$ cat config.mk
export PLATFORM = sky130hd
export DESIGN_NAME = sweep_counter_ctrl
export DESIGN_NICKNAME = d
export VERILOG_FILES = /design/src/rtl/sweep_pkg.sv /design/src/rtl/updown_counter_ld.sv /design/src/rtl/sweep_counter_ctrl.sv
export SDC_FILE = /design/constraint.sdc
export NUM_CORES = 1
export LEC_CHECK = 0
export BUFFER_PORTS_ARGS = -buffer_cell sky130_fd_sc_hd__buf_2
export CAP_MARGIN = 20
export CORE_AREA = 3 3 69 135
export DETAILED_ROUTE_END_ITERATION = 8
export DIE_AREA = 0 0 72 138
export GPL_TIMING_DRIVEN = 0
export SETUP_SLACK_MARGIN = 0.02
export SYNTH_ARGS = -nofsm -noshare
export SYNTH_HDL_FRONTEND = slang
export SYNTH_SLANG_ARGS = --single-unit
$ cat constraint.sdc
create_clock -name clk -period 2.77 [get_ports clk]
set_input_delay 0.277 -clock clk [delete_from_list [all_inputs] [get_ports clk]]
set_output_delay 0.277 -clock clk [all_outputs]
set_load 0.01 [all_outputs]
$ cat src/rtl/sweep_pkg.sv
// Shared definitions for the triangle-sweep sequencer.
//   sweep_state_t : sequencer FSM states
//   DEF_*         : default widths for counter/bounds, dwell field, sweep count
package sweep_pkg;

    localparam int DEF_WIDTH   = 4;
    localparam int DEF_DWELL_W = 4;
    localparam int DEF_CYC_W   = 8;

    typedef enum logic [2:0] {
        IDLE,
        UP,
        DWELL_TOP,
        DOWN,
        DWELL_BOT,
        DONE
    } sweep_state_t;

endpackage

$ cat src/rtl/updown_counter_ld.sv
// WIDTH-bit up/down counter with synchronous load.
//   i_clk      : clock, rising edge
//   i_rst_n    : synchronous active-low reset, clears the count
//   i_load     : load i_load_val (priority over i_en)
//   i_load_val : value to load
//   i_en       : count enable
//   i_up       : 1 = increment, 0 = decrement
//   o_count    : current count
module updown_counter_ld
    import sweep_pkg::*;
#(
    parameter int WIDTH = DEF_WIDTH
) (
    input  logic             i_clk,
    input  logic             i_rst_n,
    input  logic             i_load,
    input  logic [WIDTH-1:0] i_load_val,
    input  logic             i_en,
    input  logic             i_up,
    output logic [WIDTH-1:0] o_count
);

    logic [WIDTH-1:0] r_count;

    always_ff @(posedge i_clk) begin
        if (!i_rst_n) begin
            r_count <= '0;
        end else if (i_load) begin
            r_count <= i_load_val;
        end else if (i_en) begin
            r_count <= i_up ? (r_count + 1'b1) : (r_count - 1'b1);
        end
    end

    assign o_count = r_count;

endmodule

$ cat src/rtl/sweep_counter_ctrl.sv
// Triangle-sweep sequencer: ramps the owned counter lo->hi, dwells, hi->lo,
// dwells, for num_sweeps sweeps (0 = continuous).
//   clk         : clock, rising edge
//   reset       : synchronous active-low reset
//   start       : launch request, sampled only in IDLE
//   abort       : stop request, honoured in UP/DWELL_TOP/DOWN/DWELL_BOT
//   lo_bound    : sweep floor, latched on accepted start
//   hi_bound    : sweep ceiling, latched on accepted start
//   dwell       : hold cycles at each turning point, latched on accepted start
//   num_sweeps  : number of sweeps, 0 = continuous, latched on accepted start
//   count       : current counter value
//   dir_up      : high in UP and DWELL_TOP
//   busy        : high in any state other than IDLE
//   done        : one-cycle pulse in DONE
//   cfg_err     : one-cycle pulse after a start with lo_bound >= hi_bound
//   sweeps_done : completed sweeps since the last accepted start
module sweep_counter_ctrl
    import sweep_pkg::*;
#(
    parameter int WIDTH   = DEF_WIDTH,
    parameter int DWELL_W = DEF_DWELL_W,
    parameter int CYC_W   = DEF_CYC_W
) (
    input  logic               clk,
    input  logic               reset,
    input  logic               start,
    input  logic               abort,
    input  logic [WIDTH-1:0]   lo_bound,
    input  logic [WIDTH-1:0]   hi_bound,
    input  logic [DWELL_W-1:0] dwell,
    input  logic [CYC_W-1:0]   num_sweeps,
    output logic [WIDTH-1:0]   count,
    output logic               dir_up,
    output logic               busy,
    output logic               done,
    output logic               cfg_err,
    output logic [CYC_W-1:0]   sweeps_done
);

    sweep_state_t       r_state;
    sweep_state_t       w_next;

    logic [WIDTH-1:0]   r_lo;
    logic [WIDTH-1:0]   r_hi;
    logic [DWELL_W-1:0] r_dwell;
    logic [DWELL_W-1:0] r_dwell_cnt;
    logic [CYC_W-1:0]   r_num;
    logic [CYC_W-1:0]   r_sweeps;
    logic               r_cfg_err;

    logic [WIDTH-1:0]   w_count;
    logic [WIDTH-1:0]   w_cnt_inc;
    logic [WIDTH-1:0]   w_cnt_dec;
    logic [CYC_W-1:0]   w_sweeps_nxt;
    logic               w_accept;
    logic               w_reject;
    logic               w_load;
    logic               w_en;
    logic               w_up;
    logic               w_dwell_load;
    logic               w_dwell_dec;
    logic               w_sweep_inc;

    updown_counter_ld #(
        .WIDTH(WIDTH)
    ) u_cnt (
        .i_clk      (clk),
        .i_rst_n    (reset),
        .i_load     (w_load),
        .i_load_val (lo_bound),
        .i_en       (w_en),
        .i_up       (w_up),
        .o_count    (w_count)
    );

    always_comb begin
        w_accept     = (r_state == IDLE) && start && (lo_bound < hi_bound);
        w_reject     = (r_state == IDLE) && start && (lo_bound >= hi_bound);
        w_cnt_inc    = w_count + 1'b1;
        w_cnt_dec    = w_count - 1'b1;
        w_sweeps_nxt = r_sweeps + 1'b1;

        w_next       = r_state;
        w_load       = 1'b0;
        w_en         = 1'b0;
        w_up         = 1'b0;
        w_dwell_load = 1'b0;
        w_dwell_dec  = 1'b0;
        w_sweep_inc  = 1'b0;

        // Turning-point decisions look at count+/-1 so the counter lands on
        // the bound in the same cycle the next state is entered.
        case (r_state)
            IDLE: begin
                if (w_accept) begin
                    w_load = 1'b1;
                    w_next = UP;
                end
            end
            UP: begin
                if (abort) begin
                    w_next = IDLE;
                end else begin
                    w_en = 1'b1;
                    w_up = 1'b1;
                    if (w_cnt_inc == r_hi) begin
                        if (r_dwell != '0) begin
                            w_next       = DWELL_TOP;
                            w_dwell_load = 1'b1;
                        end else begin
                            w_next = DOWN;
                        end
                    end
                end
            end
            DWELL_TOP: begin
                if (abort) begin
                    w_next = IDLE;
                end else begin
                    w_dwell_dec = 1'b1;
                    if (r_dwell_cnt == DWELL_W'(1)) begin
                        w_next = DOWN;
                    end
                end
            end
            DOWN: begin
                if (abort) begin
                    w_next = IDLE;
                end else begin
                    w_en = 1'b1;
                    if (w_cnt_dec == r_lo) begin
                        w_sweep_inc = 1'b1;
                        if ((r_num != '0) && (w_sweeps_nxt == r_num)) begin
                            w_next = DONE;
                        end else if (r_dwell != '0) begin
                            w_next       = DWELL_BOT;
                            w_dwell_load = 1'b1;
                        end else begin
                            w_next = UP;
                        end
                    end
                end
            end
            DWELL_BOT: begin
                if (abort) begin
                    w_next = IDLE;
                end else begin
                    w_dwell_dec = 1'b1;
                    if (r_dwell_cnt == DWELL_W'(1)) begin
                        w_next = UP;
                    end
                end
            end
            DONE: begin
                w_next = IDLE;
            end
            default: begin
                w_next = IDLE;
            end
        endcase
    end

    always_ff @(posedge clk) begin
        if (!reset) begin
            r_state     <= IDLE;
            r_lo        <= '0;
            r_hi        <= '0;
            r_dwell     <= '0;
            r_num       <= '0;
            r_dwell_cnt <= '0;
            r_sweeps    <= '0;
            r_cfg_err   <= 1'b0;
        end else begin
            r_state   <= w_next;
            r_cfg_err <= w_reject;
            if (w_accept) begin
                r_lo     <= lo_bound;
                r_hi     <= hi_bound;
                r_dwell  <= dwell;
                r_num    <= num_sweeps;
                r_sweeps <= '0;
            end else if (w_sweep_inc) begin
                r_sweeps <= w_sweeps_nxt;
            end
            if (w_dwell_load) begin
                r_dwell_cnt <= r_dwell;
            end else if (w_dwell_dec) begin
                r_dwell_cnt <= r_dwell_cnt - 1'b1;
            end
        end
    end

    assign count       = w_count;
    assign dir_up      = (r_state == UP) || (r_state == DWELL_TOP);
    assign busy        = (r_state != IDLE);
    assign done        = (r_state == DONE);
    assign cfg_err     = r_cfg_err;
    assign sweeps_done = r_sweeps;

endmodule

# ---- After elaboration in Yosys (flattened, before gate mapping)
# Index checks and enable logic that the tools add are counted.
dict set report op_classes {
  addsub 4
  order_cmp 2
  eq_ne 14
  n_mux 34
  n_bitwise 1
  n_reduce_logical 15
}
# operator count
set op_table {}
lappend op_table {{$mux 3} 11}
lappend op_table {{$mux 4} 5}
lappend op_table {{$mux 1} 16}
lappend op_table {{$pmux 3 s5} 1}
lappend op_table {{$ne 3x3->1 const B} 4}
lappend op_table {{$add 8x1->8 const B} 1}
lappend op_table {{$eq 4x4->1} 2}
lappend op_table {{$eq 8x8->1} 1}
lappend op_table {{$reduce_bool 8->1} 1}
lappend op_table {{$sub 4x1->4 const B} 2}
lappend op_table {{$eq 3x2->1 const B} 2}
lappend op_table {{$eq 3x3->1 const B} 2}
lappend op_table {{$reduce_or 2->1} 3}
lappend op_table {{$reduce_and 5->1} 1}
lappend op_table {{$add 4x1->4 const B} 1}
lappend op_table {{$eq 4x1->1 const B} 1}
lappend op_table {{$ge 4x4->1} 1}
lappend op_table {{$logic_and 1x1->1} 4}
lappend op_table {{$lt 4x4->1} 1}
lappend op_table {{$reduce_bool 2->1} 2}
lappend op_table {{$reduce_bool 4->1} 1}
lappend op_table {{$eq 3x1->1 const B} 1}
lappend op_table {{$logic_not 3->1} 1}
lappend op_table {{$reduce_bool 3->1} 1}
lappend op_table {{4 further kinds} 4}
dict set report totals {
  register_bits 40
  in_bits 24
  output_inout_bits 16
  word_cells 79
}

# ---- Logic depth before layout (Yosys ltp)
# Gate-level depths: netlist (run 1).
dict set report logic_depth {
  ltp_word 8
  ltp_mapped 9
}

# ---- Hierarchy
# A second synthesis (run 1) with hierarchy kept.
dict set report unflattened {
  hier_cells 296
  area_unflattened_um2 2372.3
}
# mod n_inst cells_each area_per_inst_um2
set by_module_without_submodules {}
lappend by_module_without_submodules {sweep_counter_ctrl 1 262 2075.7}
lappend by_module_without_submodules {updown_counter_ld 1 34 296.5}

# ---- Worst setup path after synthesis (run 1)
# No wires, ideal clock.
dict set report synth_path {
  path_kind {register -> register}
  start {register u_cnt.r_count[0] (netlist: u_cnt.o_count[0])}
  end {register r_state[0]}
  setup_time_ps 62
  arrival_time_ps 2244
  required_ps 2708
  slack_ps 464
  stages_incl_launch_ff 9
  path_buffers 0
  path_cell_list {dfxtp_1 inv_1 ha_1 xor2_1 nand3_2 or3_4 and2_4 a2111o_1 nand3_1}
}
dict set report synth_between {
  elab_chain_cells 4
  elab_cells_between_ends 7
  cone_classes {2 x add/sub; 4 x eq/ne; 1 x reduce/logical}
}
# item line
set synth_rtl {}
lappend synth_rtl {{start: declaration} updown_counter_ld.sv:23} ;# logic [WIDTH-1:0] r_count;
lappend synth_rtl {{start signal: assignment} updown_counter_ld.sv:29} ;# r_count <= i_load_val;
lappend synth_rtl {{start signal: assignment} updown_counter_ld.sv:31} ;# r_count <= i_up ? (r_count + 1'b1) : (r_count - 1'b1);
lappend synth_rtl {{$sub 4x1->4 / $add 4x1->4 (equally long branches)} {sweep_counter_ctrl.sv:80, sweep_counter_ctrl.sv:79}}
lappend synth_rtl {{$eq 4x4->1, on equally long branches} {sweep_counter_ctrl.sv:131, sweep_counter_ctrl.sv:106}}
lappend synth_rtl {{$ne 3x3->1 (no source line)} n/a}
lappend synth_rtl {{$reduce_and 5->1 (no source line) *} n/a}
lappend synth_rtl {{end signal: assignment} sweep_counter_ctrl.sv:174} ;# r_state <= w_next;
lappend synth_rtl {{end: declaration} sweep_counter_ctrl.sv:40} ;# sweep_state_t r_state;
# Every way passes the cells marked *; elsewhere a longest branch is shown, timed or not.
# A chain may end at the register's enable or synchronous reset.

# ---- Worst setup path in the final report (run 1)
# Same ends and word-level chain as after synthesis.

==> results.py, run 1 <==
metrics = {
    "status": {
        "status": "finished clean",
    },
    "detailed_routing": {
        "drc": 0,
        "top_layer_used": "met4",
        "vias_per_cell": 5.215,
        "initialDrtViolationCount": 108,
        "vias": 2425,
        "wl_met3_microns": 235,
        "met2_length_microns": 4051,
        "drt-total-wl_microns": 6962,
        "post_drt_wl_per_cell_microns": 14.97,
        "drtPass1Iterations": 5,
        "wl_met1_microns": 2430,
        "antenna_left": 0,
    },
    "synth": {
        "ys.flop_type": "dfxtp_1",
        "synth_warnings": 0,
        "netlist_area_sq_mm": 0.002564,
        "synth_edf_count": 0,
        "syn_inst": 321,
        "ys_seq_elements": 40,
        "yosysTopAreaCellShare_pct": 31.23,
        "synth.area.top_cells": "dfxtp_1, nand2_1, xnor2_1",
        "yosys.area.top_type": "dfxtp_1",
        "yosysUniqueCellTypes": 48,
        "synthArstFlopShare_pct": 0,
        "ys_seq_area_share_pct": 31.23,
        "synth_area_per_cell_sq_um": 7.987,
        "synth_fp_nets": 354,
    },
    "setup_path": {
        "cp.required_ns": 3.00,
        "reg2reg_from": "u_cnt.o_count[0]",
        "criticalPathCategory": "reg -> reg",
        "critPathMaxFanout": 7,
        "start_kind": "flop",
        "crit_arrival_ns": 2.73,
        "r2r_end": "r_state[0]",
        "end_kind": "flop",
        "r2r_cells": 8,
        "reg2reg_slack_ns": 0.27,
        "critPathLaunch": "u_cnt.o_count[0]",
    },
    "pwr": {
        "comb_power_share_pct": 22.6,
        "p_per_area_mw_per_mm2": 573.0,
        "switchingPower_mw": 0.5235,
        "irDropWorstVdd_v": 0.0003417,
        "p_int_mw": 1.226,
        "pwr-share-clk_pct": 40.0,
        "p_sw_share_pct": 29.91,
        "p_leak_nw": 1.238,
        "seq_power_share_pct": 37.3,
    },
    "global_route": {
        "grt-ovfl-total": 0,
        "antenna_found_initial": 0,
        "track_usage_pct": 14.28,
        "grt_max_degree": 14,
        "grt_pass1_vias": 2402,
        "grt_pass1_wl_microns": 11250,
    },
    "placed_design": {
        "dp_cells": 457,
        "dpl.hpwl_microns": 5618,
        "gp_congestion": 0.8163,
        "port_buffers": 38,
        "placed_area_sq_mm": 0.002877,
    },
    "cells_and_area": {
        "layout.cells.non_filler": 465,
        "seq_area_sq_um": 800.8,
        "final_util_pct": 36.32,
        "antenna-diode-count": 0,
        "fill_cells": 893,
        "layout-drive-gt1-share_pct": 16.89,
        "nNetsFinal": 399,
        "multiInputGateArea_sq_mm": 0.001642,
        "area.growth.synth_to_final_pct": 19.13,
        "final_cell_area_sq_mm": 0.003054,
    },
    "sta": {
        "max_freq_mhz": 399.9,
        "worst_slew_pin_slew_ns": 0.6448,
        "finalSetupViolCount": 0,
        "rsz0062_at_grt": "false",
        "timing.final.crit_share_pct": 90.27,
        "finalSetupTns_ns": 0,
        "finalHoldViolCount": 0,
        "drv_slew": 0,
        "hold_slack_ns": 0.2390,
        "relSlewSlack_pct": 56.69,
        "skew_ns": 0.008546,
        "period_minus_slack_ns": 2.501,
    },
    "clock_network": {
        "htreeDepth": 2,
        "cts_max_path_buffers": 2,
        "cts_sinks": 40,
        "numCtsBuffers": 5,
        "clk_latency_ns": 0.29,
        "clk_pin_slew_ns": 0.06,
        "cts_resized": 0,
        "postCtsSetupBuffers": 0,
        "cts_tree": "built",
        "cts-root-buf": "clkbuf_16",
        "hold_buffers": 0,
    },
    "hold_path": {
        "holdCritStartpoint": "num_sweeps[1]",
        "min_to": "r_num[1]",
        "hold_depth": 3,
        "hold_path.class": "in -> reg",
    },
    "run": {
        "cap_violations": 0,
    },
    "floorplan": {
        "placementRows": 47,
        "die_y_microns": 138,
        "die-area_sq_mm": 0.009936,
        "die_w_microns": 72,
        "core_area_sq_mm": 0.008409,
        "initial_core_util_pct": 30.49,
        "boundaryPins": 40,
    },
}
-- registers in the layout (all words and copies together), names as in the netlist --
register,flops
r_num,8
sweeps_done,8
r_dwell,4
r_dwell_cnt,4
r_hi,4
r_lo,4
u_cnt.o_count,4
r_state,3
cfg_err,1
-- area by class of cell --
cell class	count	share of cell area (%)
Timing Repair Buffer	38	6.227
Tap cell	98	4.015
Clock buffer	6	4.547
Clock inverter	2	1.270
Multi-Input combinational cell	256	53.75
Inverter	9	1.106
Buffer	16	2.868
Sequential cell	40	26.22
-- synthesized netlist by cell type, drive strengths merged (2+ instances only) --
| cell type | instances |
|---|---|
| xor2 | 12 |
| a31oi | 4 |
| and3 | 8 |
| nand3 | 22 |
| xnor2 | 23 |
| nand2 | 58 |
| a21o | 3 |
| buf | 5 |
| o21ai | 6 |
| ha | 9 |
| nand4 | 3 |
| clkbuf | 11 |
| inv | 9 |
| nor2 | 19 |
| mux2i | 5 |
| nor4b | 2 |
| nand2b | 5 |
| a21oi | 7 |
| or4 | 2 |
| a211oi | 2 |
| a21boi | 23 |
| and4b | 2 |
| nor2b | 4 |
| dfxtp | 40 |
| nor4 | 3 |
| o2111ai | 4 |
| nor3 | 12 |
| and2 | 6 |
-- worst max-delay path, stage by stage (launching register included) --
cell and delay (ns):
dfxtp_1 0.50, inv_1 0.13, ha_1 0.38, xor2_1 0.19, nand3_2 0.15, or3_4 0.44, and2_4 0.17, a2111o_1 0.41
nand3_1 0.08
-- cells in the final DEF, fill, tap and decap left out, types with 10 or more instances in the layout --
cell and n:
xnor2_1 23, nor2_1 19, nand2_1 58, buf_2 38, nor3_1 11, clkbuf_1 10
dfxtp_1 40, a21boi_0 23, xor2_1 12, nand3_1 21
-- stage by stage --
stage,worst slack [ns],power [mW]
2_1_floorplan,0.4641,0.9430
3_3_place_gp,0.3219,1.057
3_5_place_dp,0.2952,1.063
4_1_cts,0.2573,1.767
5_1_grt,0.1102,1.829
6_report,0.2694,1.750
-- worst max path at each step --
stage | endpoint | slack (ns) | depth (start not counted)
after floorplan | r_state[0] | 0.46 | 8
after global placement | r_state[0] | 0.32 | 8
after detailed placement | r_state[0] | 0.30 | 8
after CTS | r_state[0] | 0.26 | 8
after global routing | r_dwell_cnt[1] | 0.11 | 8
final | r_state[0] | 0.27 | 8
-- logic make-up (layout without fill, tap and decap cells) --
logic type	count (synthesis)	after routing	share of synthesized area [%]
compound gates	56	56	15.72
xor+xnor	35	35	11.96
fa+ha+maj	10	10	4.783
buf+inv	25	71	4.734
flops	40	40	31.23
mux	5	5	1.952
simple gates	150	150	29.62
-- power groups by stage --
stage / Clock (mW) / Combinational [mW] / Sequential [mW]
final: 0.701 / 0.396 / 0.653
after global placement: 0 / 0.394 / 0.664
after global routing: 0.727 / 0.444 / 0.657
after floorplan: 0 / 0.285 / 0.658
after detailed placement: 0 / 0.398 / 0.665
after CTS: 0.713 / 0.401 / 0.653
-- per-layer routing --
layer,vias up,track usage (%)
met5,-,0
met4,0,6.541
met3,18,1.962
met2,62,28.45
met1,1140,13.52
li1,1205,-
No activity file was read; power rests on OpenSTA's default activity.
==> run 2, diff against run 1 <==
--- a/config.mk
+++ b/config.mk
@@ -5,13 +5,15 @@
 export SDC_FILE = /design/constraint.sdc
 export NUM_CORES = 1
 export LEC_CHECK = 0
-export BUFFER_PORTS_ARGS = -buffer_cell sky130_fd_sc_hd__buf_2
+export BUFFER_PORTS_ARGS = -buffer_cell sky130_fd_sc_hd__clkbuf_2
 export CAP_MARGIN = 20
-export CORE_AREA = 3 3 69 135
+export CORE_AREA = 3 3 66 130
 export DETAILED_ROUTE_END_ITERATION = 8
-export DIE_AREA = 0 0 72 138
+export DIE_AREA = 0 0 69 133
 export GPL_TIMING_DRIVEN = 0
 export SETUP_SLACK_MARGIN = 0.02
+export SKIP_CTS_REPAIR_TIMING = 1
 export SYNTH_ARGS = -nofsm -noshare
 export SYNTH_HDL_FRONTEND = slang
+export SYNTH_HIERARCHICAL = 1
 export SYNTH_SLANG_ARGS = --single-unit
==> run 2 against run 1 <==
Final area is 6.6% lower; total power is 4.4% lower; fmax is 1.7% higher; largest cell class unchanged; non-clock buffer count is 6 lower; register-to-register slack better by 0.04 ns; cell count is 6.0% lower; critical endpoint is now r_dwell_cnt[1]; worst hold slack worse by 0.027 ns.
==> results.py, run 2 <==
metrics = {
    "status": {
        "status": "finished clean",
    },
    "sta": {
        "drv_slew": 0,
        "rsz0062_at_grt": "false",
        "worst_slew_pin_slew_ns": 0.6969,
        "hold_slack_ns": 0.2117,
        "finalSetupViolCount": 0,
        "skew_ns": 0.004133,
        "period_minus_slack_ns": 2.460,
        "setup_ws_ns": 0.3102,
        "relSlewSlack_pct": 53.18,
        "finalSetupTns_ns": 0,
        "finalHoldViolCount": 0,
        "max_freq_mhz": 406.5,
        "timing.final.crit_share_pct": 88.80,
    },
    "detailed_routing": {
        "vias": 2168,
        "antenna_left": 0,
        "vias_per_cell": 4.961,
        "drtPass1Iterations": 5,
        "initialDrtViolationCount": 69,
        "post_drt_wl_per_cell_microns": 14.07,
        "drt-total-wl_microns": 6147,
        "drc": 0,
    },
    "setup_path": {
        "crit_arrival_ns": 2.61,
        "criticalPathCategory": "reg -> reg",
        "critPathMaxFanout": 8,
        "critical_path.cell_chain": "inv_1, ha_1, xor2_1, nand3_1, or4_2, a41o_1, nand4_1, a21oi_1",
        "path_delay_family": "simple AND/OR/NAND/NOR gates",
        "cp.required_ns": 2.92,
        "cp_num_buf_inv": 1,
        "cp_slowest_cell": "or4_2",
        "slowest_delay_ns": 0.65,
        "start_kind": "flop",
        "end_kind": "flop",
    },
    "floorplan": {
        "initial_core_util_pct": 30.98,
        "die-area_sq_mm": 0.009177,
        "die_w_microns": 69,
        "die_y_microns": 133,
        "core_area_sq_mm": 0.007657,
        "boundaryPins": 40,
        "placementRows": 45,
    },
    "synth": {
        "synthArstFlopShare_pct": 0,
        "synthSimpleGateAreaFrac_pct": 24.37,
        "synth_edf_count": 0,
        "synth.most_common_cell": "nand2_1",
        "synth_xor_area_share_pct": 13.50,
        "synth_common_cells": "nand2_1, dfxtp_1, a21oi_1, xnor2_1",
        "yosysTopAreaCellShare_pct": 33.76,
        "synth_compound_area_share_pct": 16.24,
        "synth_area_per_cell_sq_um": 8.014,
        "synth_top_family_by_area": "simple AND/OR/NAND/NOR gates",
        "ys_seq_elements": 40,
        "syn_inst": 296,
        "synth-adder-area-share_pct": 6.646,
        "ys.flop_type": "dfxtp_1",
        "synth_fp_nets": 332,
        "yosys.area.top_type": "dfxtp_1",
        "netlist_area_sq_mm": 0.002372,
        "ys_seq_area_share_pct": 33.76,
        "synth_warnings": 6,
        "synth.area.top_cells": "dfxtp_1, nand2_1, xnor2_1",
        "yosysUniqueCellTypes": 55,
        "synthMuxAreaShare_pct": 0.4219,
    },
    "placed_design": {
        "gp_congestion": 0.8214,
        "port_buffers": 39,
        "placed_area_sq_mm": 0.002685,
        "dpl.hpwl_microns": 5014,
        "preCtsSetupSlack_ns": 0.1033,
    },
    "global_route": {
        "antenna_found_initial": 0,
        "grt-ovfl-total": 0,
        "grt_pass1_wl_microns": 10270,
        "track_usage_pct": 14.01,
        "grt_pass1_vias": 2185,
        "grt_max_degree": 14,
    },
    "run": {
        "cap_violations": 0,
    },
    "clock_network": {
        "htreeDepth": 2,
        "clk_latency_ns": 0.28,
        "cts_max_path_buffers": 2,
        "cts-root-buf": "clkbuf_16",
        "cts_tree": "built",
        "cts_sinks": 40,
        "numCtsBuffers": 5,
        "clk_pin_slew_ns": 0.06,
    },
    "cells_and_area": {
        "final_cell_area_sq_mm": 0.002854,
        "layout-drive-gt1-share_pct": 17.20,
        "area.growth.synth_to_final_pct": 20.31,
        "antenna-diode-count": 0,
        "nNetsFinal": 378,
        "layout_commonest_cell": "nand2_1",
        "final_cell_mix": "nand2_1, dfxtp_1, clkbuf_2",
        "fill_cells": 866,
    },
    "pwr": {
        "pwr-share-clk_pct": 39.8,
        "seq_power_share_pct": 39.4,
        "p_leak_nw": 1.162,
        "irDropWorstVdd_v": 0.0002629,
        "comb_power_share_pct": 20.8,
        "p_int_mw": 1.188,
        "switchingPower_mw": 0.4840,
        "p_per_area_mw_per_mm2": 586.0,
        "p_sw_share_pct": 28.94,
        "p_total_mw": 1.672,
    },
    "hold_path": {
        "hold_path.class": "in -> reg",
    },
}
==> run 2: cell types whose count changed after synthesis, moves of 4 or more <==
cell | before | now
inv_1 | 9 | 17
nand3_1 | 21 | 11
a21oi_1 | 7 | 31
or3_1 | 0 | 5
a21boi_0 | 23 | 0
clkbuf_1 | 10 | 5
and3_1 | 8 | 1
nand2b_1 | 5 | 0
nor3_1 | 11 | 5
mux2i_1 | 5 | 1
a31oi_1 | 4 | 0
==> run 2: final timing paths <==
path,startpoint,end,slack [ns],cells after the start
worst max-delay path,u_cnt/o_count[1],r_dwell_cnt[1],0.31,8
worst min-delay path,num_sweeps[7],r_num[7],0.21,3
worst max register to register,u_cnt/o_count[1],r_dwell_cnt[1],0.31,8
worst min register to register,r_lo[2],r_lo[2],0.47,2
==> run 2: area by class of cell <==
cell class,count,area (sq um),share of cell area [%]
multi-input cells,229,1451,50.85
flip-flops and latches,40,802.0,28.10
repair buffers,39,195.2,6.839
clock buffers,5,125.1,4.384
well taps,94,117.6,4.121
inverters,18,67.56,2.367
plain buffers,9,52.55,1.841
clock inverters,3,42.54,1.491
==> run 2: logic make-up after synthesis <==
family / Yosys count
xor+xnor: 35
fa+ha+maj: 12
buf+inv: 27
compound gates: 60
simple gates: 121
flops: 40
mux: 1
==> run 2: worst reg2reg max path, stage by stage, from the launching register on <==
cell and delay [ns]:
dfxtp_1 0.51, inv_1 0.08, ha_1 0.32, xor2_1 0.17, nand3_1 0.15, or4_2 0.65
a41o_1 0.27, nand4_1 0.10, a21oi_1 0.06
==> run 2: per-stage QoR <==
| step | util [%] | std cells |
|---|---|---|
| floorplan | - | 296 |
| global placement | 35.07 | 429 |
| detailed placement | 35.07 | 429 |
| CTS | 37.25 | 437 |
| global route | 37.27 | 437 |
| finish | 37.27 | 437 |
==> run 2: power groups by stage <==
stage	registers (mW)	clock network [mW]	logic, mW
global route	0.665	0.698	0.395
finish	0.659	0.666	0.348
global placement	0.671	0	0.343
CTS	0.659	0.684	0.353
floorplan	0.662	0	0.249
detailed placement	0.672	0	0.351
==> run 2: per-layer routing <==
metal | up-vias | GRT usage (%) | share of wire, %
met5 | - | 0 | 0
li1 | 1115 | - | -
met3 | 12 | 2.205 | 3.3
met1 | 991 | 14.08 | 37
met2 | 50 | 26.54 | 55
met4 | 0 | 7.826 | 3.8
